[src/rtl/tm_pkg.sv]
// Shared types, default-configuration widths and helpers for the multi-class
// Tsetlin-machine inference pipeline.
package tm_pkg;

  typedef enum logic [1:0] {
    IDLE   = 2'd0,
    RUN    = 2'd1,
    RESULT = 2'd2
  } state_e;

  // Counter width for a modulo-n counter; never narrower than one bit.
  function automatic int cnt_width(input int n);
    return (n > 1) ? $clog2(n) : 1;
  endfunction

  // Widths for the default configuration. Instances compute their own from
  // their parameters with cnt_width().
  localparam int DEF_CLASSES   = 10;
  localparam int DEF_CLAUSES   = 2000;
  localparam int DEF_LA_CHUNKS = 49;
  localparam int CLS_W = cnt_width(DEF_CLASSES);
  localparam int CL_W  = cnt_width(DEF_CLAUSES);
  localparam int CH_W  = cnt_width(DEF_LA_CHUNKS);

  // Saturate a class sum into [-t, +t].
  function automatic int sat_clamp(input int acc, input int t);
    if (acc > t)  return t;
    if (acc < -t) return -t;
    return acc;
  endfunction

endpackage

[src/rtl/tm_clause_eval.sv]
// Per-clause chunk reduction: accumulates the violation flag and the
// "any include bit set" flag across the chunks of one clause and produces the
// clause output combinationally on the clause's last chunk.
module tm_clause_eval #(
  parameter int                  CHUNK_W   = 32,
  parameter logic [CHUNK_W-1:0]  FILTER    = '1,
  parameter int                  EMPTY_OUT = 0
) (
  input  logic               clk,
  input  logic               rst,
  input  logic               clr,
  input  logic               xfer,
  input  logic               last_chunk,
  input  logic [CHUNK_W-1:0] ta_include,
  input  logic [CHUNK_W-1:0] literals,
  output logic               clause_out
);

  logic               fail_q;
  logic               any_inc_q;
  logic [CHUNK_W-1:0] mask;
  logic               fail_nxt;
  logic               any_inc_nxt;

  // Only the last chunk of a clause carries padding bits that must be ignored.
  assign mask        = last_chunk ? FILTER : {CHUNK_W{1'b1}};
  assign fail_nxt    = fail_q    | (|(ta_include & ~literals & mask));
  assign any_inc_nxt = any_inc_q | (|(ta_include & mask));

  // Clause output including the chunk being transferred now.
  always_comb begin
    clause_out = 1'b0;
    if (!fail_nxt) clause_out = any_inc_nxt ? 1'b1 : (EMPTY_OUT != 0);
  end

  // Flags track the clause in progress and restart at every clause boundary.
  always_ff @(posedge clk or posedge rst) begin
    if (rst) begin
      fail_q    <= 1'b0;
      any_inc_q <= 1'b0;
    end else if (clr || (xfer && last_chunk)) begin
      fail_q    <= 1'b0;
      any_inc_q <= 1'b0;
    end else if (xfer) begin
      fail_q    <= fail_nxt;
      any_inc_q <= any_inc_nxt;
    end
  end

endmodule

[src/rtl/tm_multiclass_infer.sv]
// Multi-class Tsetlin-machine inference: streams include/literal chunks for all
// classes (class outermost, clause middle, chunk innermost), accumulates the
// polarity-weighted clause votes per class, clamps each class sum to
// [-THRESHOLD, +THRESHOLD] and returns the running argmax.
//
// Handshakes: a chunk moves when in_valid && in_ready in the same cycle;
// in_ready depends only on state and stop_flag, never on in_valid. The result
// is offered with out_valid, held stable with its data until the cycle where
// out_valid && out_ready, and never withdrawn before that.
module tm_multiclass_infer
  import tm_pkg::*;
#(
  parameter int          CLASSES   = DEF_CLASSES,
  parameter int          CLAUSES   = DEF_CLAUSES,
  parameter int          LA_CHUNKS = DEF_LA_CHUNKS,
  parameter int          CHUNK_W   = 32,
  parameter logic [31:0] FILTER    = 32'hFFFF_FFFF,
  parameter int          THRESHOLD = 128,
  parameter int          SUM_W     = 16,
  parameter int          EMPTY_OUT = 0
) (
  input  logic                       clk,
  input  logic                       rst_flag,
  input  logic                       start,
  input  logic                       stop_flag,
  input  logic                       in_valid,
  output logic                       in_ready,
  input  logic [CHUNK_W-1:0]         ta_include,
  input  logic [CHUNK_W-1:0]         literals,
  output logic                       busy,
  output logic                       out_valid,
  input  logic                       out_ready,
  output logic [$clog2(CLASSES)-1:0] out_class,
  output logic signed [SUM_W-1:0]    out_sum,
  output state_e                     dbg_state
);

  localparam int CLS_W_I = cnt_width(CLASSES);
  localparam int CL_W_I  = cnt_width(CLAUSES);
  localparam int CH_W_I  = cnt_width(LA_CHUNKS);

  state_e                      state;
  logic [CH_W_I-1:0]           chunk_cnt;
  logic [CL_W_I-1:0]           clause_cnt;
  logic [CLS_W_I-1:0]          class_cnt;
  logic signed [SUM_W-1:0]     acc;
  logic signed [SUM_W-1:0]     best_sum;
  logic [CLS_W_I-1:0]          best_idx;

  logic                        xfer;
  logic                        last_chunk;
  logic                        last_clause;
  logic                        last_class;
  logic                        clause_out;
  logic signed [SUM_W-1:0]     vote;
  logic signed [SUM_W-1:0]     acc_nxt;
  logic signed [SUM_W-1:0]     clamp_val;
  logic                        take;

  assign in_ready    = (state == RUN) && !stop_flag;
  assign busy        = (state != IDLE);
  assign dbg_state   = state;
  assign xfer        = in_valid && in_ready;
  assign last_chunk  = (chunk_cnt  == CH_W_I'(LA_CHUNKS - 1));
  assign last_clause = (clause_cnt == CL_W_I'(CLAUSES - 1));
  assign last_class  = (class_cnt  == CLS_W_I'(CLASSES - 1));

  // Even clauses vote for the class, odd clauses against it.
  assign vote      = $signed({{(SUM_W-1){1'b0}}, clause_out});
  assign acc_nxt   = clause_cnt[0] ? (acc - vote) : (acc + vote);
  assign clamp_val = SUM_W'(sat_clamp(int'(acc_nxt), THRESHOLD));
  // Strict comparison keeps the lower index on ties.
  assign take      = (class_cnt == '0) || (clamp_val > best_sum);

  tm_clause_eval #(
    .CHUNK_W   (CHUNK_W),
    .FILTER    (FILTER[CHUNK_W-1:0]),
    .EMPTY_OUT (EMPTY_OUT)
  ) u_clause_eval (
    .clk        (clk),
    .rst        (rst_flag),
    .clr        (state == IDLE && start),
    .xfer       (xfer),
    .last_chunk (last_chunk),
    .ta_include (ta_include),
    .literals   (literals),
    .clause_out (clause_out)
  );

  // Control FSM plus counters, class accumulator, argmax and result registers.
  always_ff @(posedge clk or posedge rst_flag) begin
    if (rst_flag) begin
      state      <= IDLE;
      chunk_cnt  <= '0;
      clause_cnt <= '0;
      class_cnt  <= '0;
      acc        <= '0;
      best_sum   <= '0;
      best_idx   <= '0;
      out_valid  <= 1'b0;
      out_class  <= '0;
      out_sum    <= '0;
    end else begin
      case (state)
        IDLE: begin
          if (start) begin
            state      <= RUN;
            chunk_cnt  <= '0;
            clause_cnt <= '0;
            class_cnt  <= '0;
            acc        <= '0;
          end
        end
        RUN: begin
          if (xfer) begin
            if (!last_chunk) begin
              chunk_cnt <= chunk_cnt + 1'b1;
            end else begin
              chunk_cnt <= '0;
              if (!last_clause) begin
                clause_cnt <= clause_cnt + 1'b1;
                acc        <= acc_nxt;
              end else begin
                clause_cnt <= '0;
                acc        <= '0;
                if (take) begin
                  best_sum <= clamp_val;
                  best_idx <= class_cnt;
                end
                if (!last_class) begin
                  class_cnt <= class_cnt + 1'b1;
                end else begin
                  class_cnt <= '0;
                  state     <= RESULT;
                  out_valid <= 1'b1;
                  out_class <= take ? class_cnt : best_idx;
                  out_sum   <= take ? clamp_val : best_sum;
                end
              end
            end
          end
        end
        RESULT: begin
          if (out_ready) begin
            state     <= IDLE;
            out_valid <= 1'b0;
          end
        end
        default: state <= IDLE;
      endcase
    end
  end

endmodule

[config.mk]
export PLATFORM = sky130hd
export DESIGN_NAME = tm_multiclass_infer
export DESIGN_NICKNAME = d
export VERILOG_FILES = /design/src/rtl/tm_pkg.sv /design/src/rtl/tm_clause_eval.sv /design/src/rtl/tm_multiclass_infer.sv
export SDC_FILE = /design/constraint.sdc
export NUM_CORES = 1
export LEC_CHECK = 0
export BUFFER_PORTS_ARGS = -buffer_cell sky130_fd_sc_hd__buf_2
export CAP_MARGIN = 20
export CELL_PAD_IN_SITES_DETAIL_PLACEMENT = 0
export CELL_PAD_IN_SITES_GLOBAL_PLACEMENT = 1
export CORE_ASPECT_RATIO = 0.8
export CORE_MARGIN = 2
export CORE_UTILIZATION = 45
export DETAILED_ROUTE_END_ITERATION = 12
export PLACE_DENSITY_LB_ADDON = 0.1
export SYNTH_ARGS = -nofsm -noshare
export SYNTH_HDL_FRONTEND = slang
export SYNTH_SLANG_ARGS = --single-unit
[constraint.sdc]
create_clock -name clk -period 14.8 [get_ports clk]
set_input_delay 2.96 -clock clk [delete_from_list [all_inputs] [get_ports clk]]
set_output_delay 2.96 -clock clk [all_outputs]
set_load 0.02 [all_outputs]
Word-level counts from Yosys, hierarchy flattened
Index checks and enable logic that the tools add are counted.

Flip-flop bits (word level): 82. Input bits: 70. Output and inout port bits: 25. Word-level logic and storage cells: 106.

Add/subtract/negate cells: 5. Magnitude comparators: 3. Equality and inequality tests: 11. Multiplexer cells: 49. Bitwise logic cells: 4. Reductions and logical operators: 22.

Operators with widths (number): 2-to-1 mux 16 bit (9); OR reduction 32 bit (2); 2-to-1 mux 11 bit (4); AND 32 bit (1); inverter 32 bit (1); one-hot mux 16 bit (2 select lines) (1); 2-to-1 mux 4 bit (6); one-hot mux 11 bit (2 select lines) (1); 2-to-1 mux 6 bit (3); adder 16 x 2 -> 16 bit (1); > comparator 16 bit (1); > comparator 16 x 9 -> 1 bit, second input constant (1); less-than comparator 16 x 8 -> 1 bit, second input constant (1); subtractor 16 x 2 -> 16 bit (1); 2-to-1 mux 1 bit (14); 2-to-1 mux 2 bit (6); one-hot mux 6 bit (2 select lines) (1); AND reduction 6 bit (2); adder 11 x 1 -> 11 bit, second input constant (1); equality test 11 bit, second input constant (1); AND reduction 5 bit (2); 2-to-1 mux 8 bit (1); inequality test 2 bit, second input constant (4); one-hot mux 4 bit (2 select lines) (1); other kinds (18) (28).

Logic depth before layout (Yosys ltp)
Word-level depth: 15. Mapped depth: 32. Depth with buffers taken out: 29.

Modules after synthesis
A second synthesis with hierarchy kept.

Cells, all modules: 601. Area, all modules: 5240.0 um2.

Modules (own cells, without submodules): tm_multiclass_infer (instances 1, cells each 530, area an instance 4777.1 um2, sequential area each 2001.9 um2); tm_clause_eval (instances 1, cells each 71, area an instance 462.9 um2, sequential area each 50.0 um2).

Worst setup path after synthesis
Ideal clock, no wire load.

Kind: input -> register. Start point: in ta_include[6]. End point: reg best_sum[7]. Library setup time: 0.124 ns. Arrival time: 8.910 ns. Data required time: 14.676 ns. Slack: 5.766 ns. Stages: 30. Buffers on the path: 3. Cells stage by stage: or4_1 -> nor4_1 -> and2_1 -> nor4_1 -> inv_1 -> ha_1 -> nor2b_1 -> o2111ai_1 -> a2111oi_2 -> o21ai_0 -> and3_1 -> o21a_1 -> or2_2 -> nand4b_1 -> ha_1 -> nand2b_1 -> clkbuf_1 -> nor2_1 -> ha_1 -> o21ai_0 -> a21oi_1 -> o211a_1 -> o21ai_0 -> a221oi_1 -> a21oi_1 -> nand2b_1 -> clkbuf_1 -> clkbuf_1 -> nand2_1 -> o31a_1.

Word-level cells in the longest chain between the ends: 14. Elaborated cells on any way between the ends: 22. Classes of those cells: 2 x add/sub; 3 x order compare; 11 x mux; 3 x bitwise; 3 x reduce/logical.

RTL lines: start: declaration (line tm_multiclass_infer.sv:28) `input logic [CHUNK_W-1:0] ta_include,`; OR reduction 32 bit or AND 32 bit (tied branches) (line tm_clause_eval.sv:28, tm_clause_eval.sv:27); bitwise OR 1 bit or OR reduction 32 bit (tied branches) (line tm_clause_eval.sv:28, tm_clause_eval.sv:27); 2-to-1 mux 1 bit or bitwise OR 1 bit (tied branches) (line tm_clause_eval.sv:33, tm_clause_eval.sv:27); 2-to-1 mux 1 bit (*) (line tm_clause_eval.sv:33) `if (!fail_nxt) clause_out = any_inc_nxt ? 1'b1 : (EMPTY_OUT != 0);`; adder 16 x 2 -> 16 bit or subtractor 16 x 2 -> 16 bit (tied branches) (line tm_multiclass_infer.sv:70) `assign acc_nxt = clause_cnt[0] ? (acc - vote) : (acc + vote);`; 2-to-1 mux 16 bit (*) (line tm_multiclass_infer.sv:70); less-than comparator 16 x 8 -> 1 bit or > comparator 16 x 9 -> 1 bit (tied branches) (line tm_pkg.sv:28, tm_pkg.sv:27); 2-to-1 mux 1 bit or 2-to-1 mux 8 bit (tied branches) (line tm_pkg.sv:28, tm_pkg.sv:27); 2-to-1 mux 1 bit or 2-to-1 mux 16 bit (tied branches) (line tm_pkg.sv:28) `if (acc < -t) return -t;`; 2-to-1 mux 16 bit (line tm_pkg.sv:29) `return acc;`; 2-to-1 mux 16 bit (*) (line tm_pkg.sv:28); > comparator 16 bit (line tm_multiclass_infer.sv:73) `assign take = (class_cnt == '0) || (clamp_val > best_sum);`; logical OR 1 bit (line tm_multiclass_infer.sv:73); 2-to-1 mux 16 bit (*) (line tm_multiclass_infer.sv:126) `if (take) begin`; end signal: assignment (line tm_multiclass_infer.sv:127) `best_sum <= clamp_val;`; end: declaration (line tm_multiclass_infer.sv:47) `logic signed [SUM_W-1:0] best_sum;`.

Mark *: on every way between the ends. The rest lies on a longest branch, timed or not. The select of a mux whose other input is x is not followed. A chain may end at the register's enable or synchronous reset.

Worst setup path after layout
Start point: in ta_include[19]. End point: reg best_idx[3].

Word-level cells in the longest chain between the ends: 14. Elaborated cells on any way between the ends: 22. Classes of those cells: 2 x add/sub; 3 x order compare; 11 x mux; 3 x bitwise; 3 x reduce/logical.

RTL lines: OR reduction 32 bit or AND 32 bit (tied branches) (line tm_clause_eval.sv:28, tm_clause_eval.sv:27); bitwise OR 1 bit or OR reduction 32 bit (tied branches) (line tm_clause_eval.sv:28, tm_clause_eval.sv:27); 2-to-1 mux 1 bit or bitwise OR 1 bit (tied branches) (line tm_clause_eval.sv:33, tm_clause_eval.sv:27); 2-to-1 mux 1 bit (*) (line tm_clause_eval.sv:33); adder 16 x 2 -> 16 bit or subtractor 16 x 2 -> 16 bit (tied branches) (line tm_multiclass_infer.sv:70); 2-to-1 mux 16 bit (*) (line tm_multiclass_infer.sv:70); less-than comparator 16 x 8 -> 1 bit or > comparator 16 x 9 -> 1 bit (tied branches) (line tm_pkg.sv:28, tm_pkg.sv:27); 2-to-1 mux 1 bit or 2-to-1 mux 8 bit (tied branches) (line tm_pkg.sv:28, tm_pkg.sv:27); 2-to-1 mux 1 bit or 2-to-1 mux 16 bit (tied branches) (line tm_pkg.sv:28); 2-to-1 mux 16 bit (line tm_pkg.sv:29); 2-to-1 mux 16 bit (*) (line tm_pkg.sv:28); > comparator 16 bit (*) (line tm_multiclass_infer.sv:73); logical OR 1 bit (*) (line tm_multiclass_infer.sv:73); 2-to-1 mux 4 bit (*); end signal: assignment (line tm_multiclass_infer.sv:128) `best_idx <= class_cnt;`; end: declaration (line tm_multiclass_infer.sv:48) `logic [CLS_W_I-1:0] best_idx;`.

Marks and branches as above.

==> impl_metrics.ini <==
[clock_tree]
cts_htree_levels = 3
ctsResizeCount = 0
cts-buffers-inserted = 9
insertion_delay_ns = 0.34
cts.sinks = 82
post_cts.repair.setup_buffers = 0
hold_buffers = 0
cts_buffer_depth = 2
cts_tree = yes
path_clk_slew_ns = 0.06
root_buffer = clkbuf_16

[sta]
relSlewSlack_pct = 40.6
grt_setup_unrepaired = false
finalMaxSlewViolations = 0
whs_ns = 0.470
fin_crit_ns = 10.05
worst_slack_ns = 4.75
finalCritPeriodShare_pct = 67.9
worstMarginPinSlew_ns = 0.888
finalSetupViolCount = 0
hold_viol = 0
skew_ns = 0.00869
fin_setup_tns_ns = 0
fmax_mhz = 99.5

[logic_synthesis]
synth_cells = 630
synth_cell_types = 62
yosysWarningCount = 0
synth.cell_area_sq_um = 5400
synth_seq_cells = 82
synth-edff-count = 0
avgSynthCellArea_sq_um = 8.58
syn_nets = 739
synth_flop_cell = dfrtp_1
postSynth.asyncResetShare_pct = 100
ys_seq_area_share_pct = 38.0

[worst_setup_path]
cp_common_cell = o21ai_0
reg2reg_to = best_idx[3]
reg2reg_from = u_clause_eval.any_inc_q
reg2reg_slack_ns = 7.24
cp.required_ns = 15.02
crit_arrival_ns = 10.27
rr_worst_depth = 28
crit_path_end_kind = register
crit_path_start_kind = input port
slowest_delay_ns = 0.67
crit_type = input port to register
critPathMaxFanout = 23
slowest_stage = nand2b_1

[grt]
grt_pass1_vias = 4871
grt_pass1_wl_um = 24200
antenna_found_initial = 0
grt_max_degree = 53
gr-total-overflow = 0
grtUsageTotal_pct = 23.5

[cells_and_area]
final_util_pct = 54.8
final_cell_mix = 94 x buf_2, 82 x dfrtp_1, 73 x nand2_1, 64 x nor2_1, 41 x a21oi_1
design_area_sq_um = 6360
area_delta_synth_final_pct = 17.8
final_common_cell = buf_2
final_cells = 868
drive_above_1_share_pct = 18.1
nets = 825
num_antenna_cells = 0

[placed_design]
port_buffers = 94
place_inst = 853
hpwl_um = 11100
routabilityCongestion = 0.899
dpl_cell_area_sq_um = 6010
pre_cts_ws_ns = 4.45

[hold_path]
hold_start = out_class[2]
worstHoldPathType = register to register
holdPathEnd = out_class[2]
hold_path_depth = 2

[floorplanning]
core.rowCount = 35
dieHeight_um = 102
fp.dieW_um = 127
ios = 95
start_util_pct = 46.6
dieArea_sq_um = 12900
design.core.area_sq_um = 11600

[power]
p_comb_share_pct = 17.0
leakagePower_nw = 3.11
finalPower_mw = 0.619
ir_drop_mv = 0.0553
clock_power_share_pct = 43.8
p_sw_mw = 0.165
p_int_mw = 0.454
switching_share_pct = 26.6
p_seq_share_pct = 39.2
p_per_area_nw_per_um2 = 97.3

[detailed_routing]
drt-total-wl_um = 14400
wl_per_cell_um = 16.6
vias = 4867
drt_iter0_drc = 292
dr.pass1.iters = 4
drc = 0
ant_nets = 0
viasPerCell = 5.61

[job]
cap_viol_max_count = 0

[run_status]
outcome = finished clean
## sequential cells by signal, indices dropped and copies added, names as in the netlist
name                     cells
acc                         16
best_idx                     4
best_sum                    16
chunk_cnt                    6
class_cnt                    4
clause_cnt                  11
dbg_state                    2
out_class                    4
out_sum                     16
out_valid                    1
u_clause_eval.any_inc_q      1
u_clause_eval.fail_q         1
## worst max-delay path by stage
stage,start,to,cells after the start
after global placement,ta_include[4],best_sum[7],29
final,ta_include[19],best_idx[3],29
after detailed placement,ta_include[15],best_idx[3],29
after CTS,ta_include[15],best_idx[3],29
after floorplan,ta_include[6],best_sum[7],30
after global routing,ta_include[15],best_idx[3],29
## kinds of logic (layout without fill, tap and decap cells)
group	Yosys count	in the layout	share of synthesized area (%)
fa+ha+maj	39	39	9.17
xor+xnor	20	20	3.24
mux	5	5	0.973
compound gates	165	165	21.0
flops	82	82	38.0
buf+inv	64	154	4.54
simple gates	255	255	23.1
## critical path, delay by kind of cell
family	cells	cell delay, ns
buffers and inverters	3	0.80
muxes	1	0.36
and+or+nand+nor	12	3.35
AOI/OAI and AO/OA	10	1.45
adders and majority gates	3	1.34
## Yosys cell counts (all sizes together), types with 6 or more instances
cell type	instances	area (sq um)
dfrtp	82	2050
nand2	73	274
nor4	13	81.3
inv	40	150
a31oi	6	37.5
clkbuf	20	75.1
o2111ai	10	93.8
nand4	10	62.6
and3	14	87.6
nand2b	32	200
nand3	11	55.1
xnor2	11	96.3
o21ai	37	185
a21o	10	75.1
o41ai	8	70.1
a22o	8	70.1
nor2	64	240
nor3	14	70.1
a21oi	43	219
xor2	9	78.8
ha	38	475
o31ai	19	156
## power groups by stage
stage	combinational (mW)	clock, mW	sequential [mW]
after CTS	0.106	0.277	0.243
after global placement	0.103	0	0.246
after floorplan	0.0720	0	0.245
after detailed placement	0.105	0	0.247
after global routing	0.121	0.285	0.244
final	0.105	0.271	0.243
## final cells by class
type | instances | area, sq um
well taps | 148 | 185
clock buffers | 10 | 229
multi-input cells | 484 | 3110
fillers | 1054 | 5240
flip-flops and latches | 82 | 2050
repair buffers | 99 | 508
inverters | 40 | 151
clock inverters | 5 | 128
## per-layer routing
| layer | vias to the layer above | routed length [um] | track usage (%) |
|---|---|---|---|
| met2 | 88 | 6300 | 36.5 |
| met1 | 2322 | 7520 | 34.6 |
| li1 | 2438 | - | - |
| met4 | 0 | 181 | 5.83 |
| met3 | 19 | 407 | 3.66 |
| met5 | - | 0 | 0 |
No activity file was read; power rests on OpenSTA's default activity.
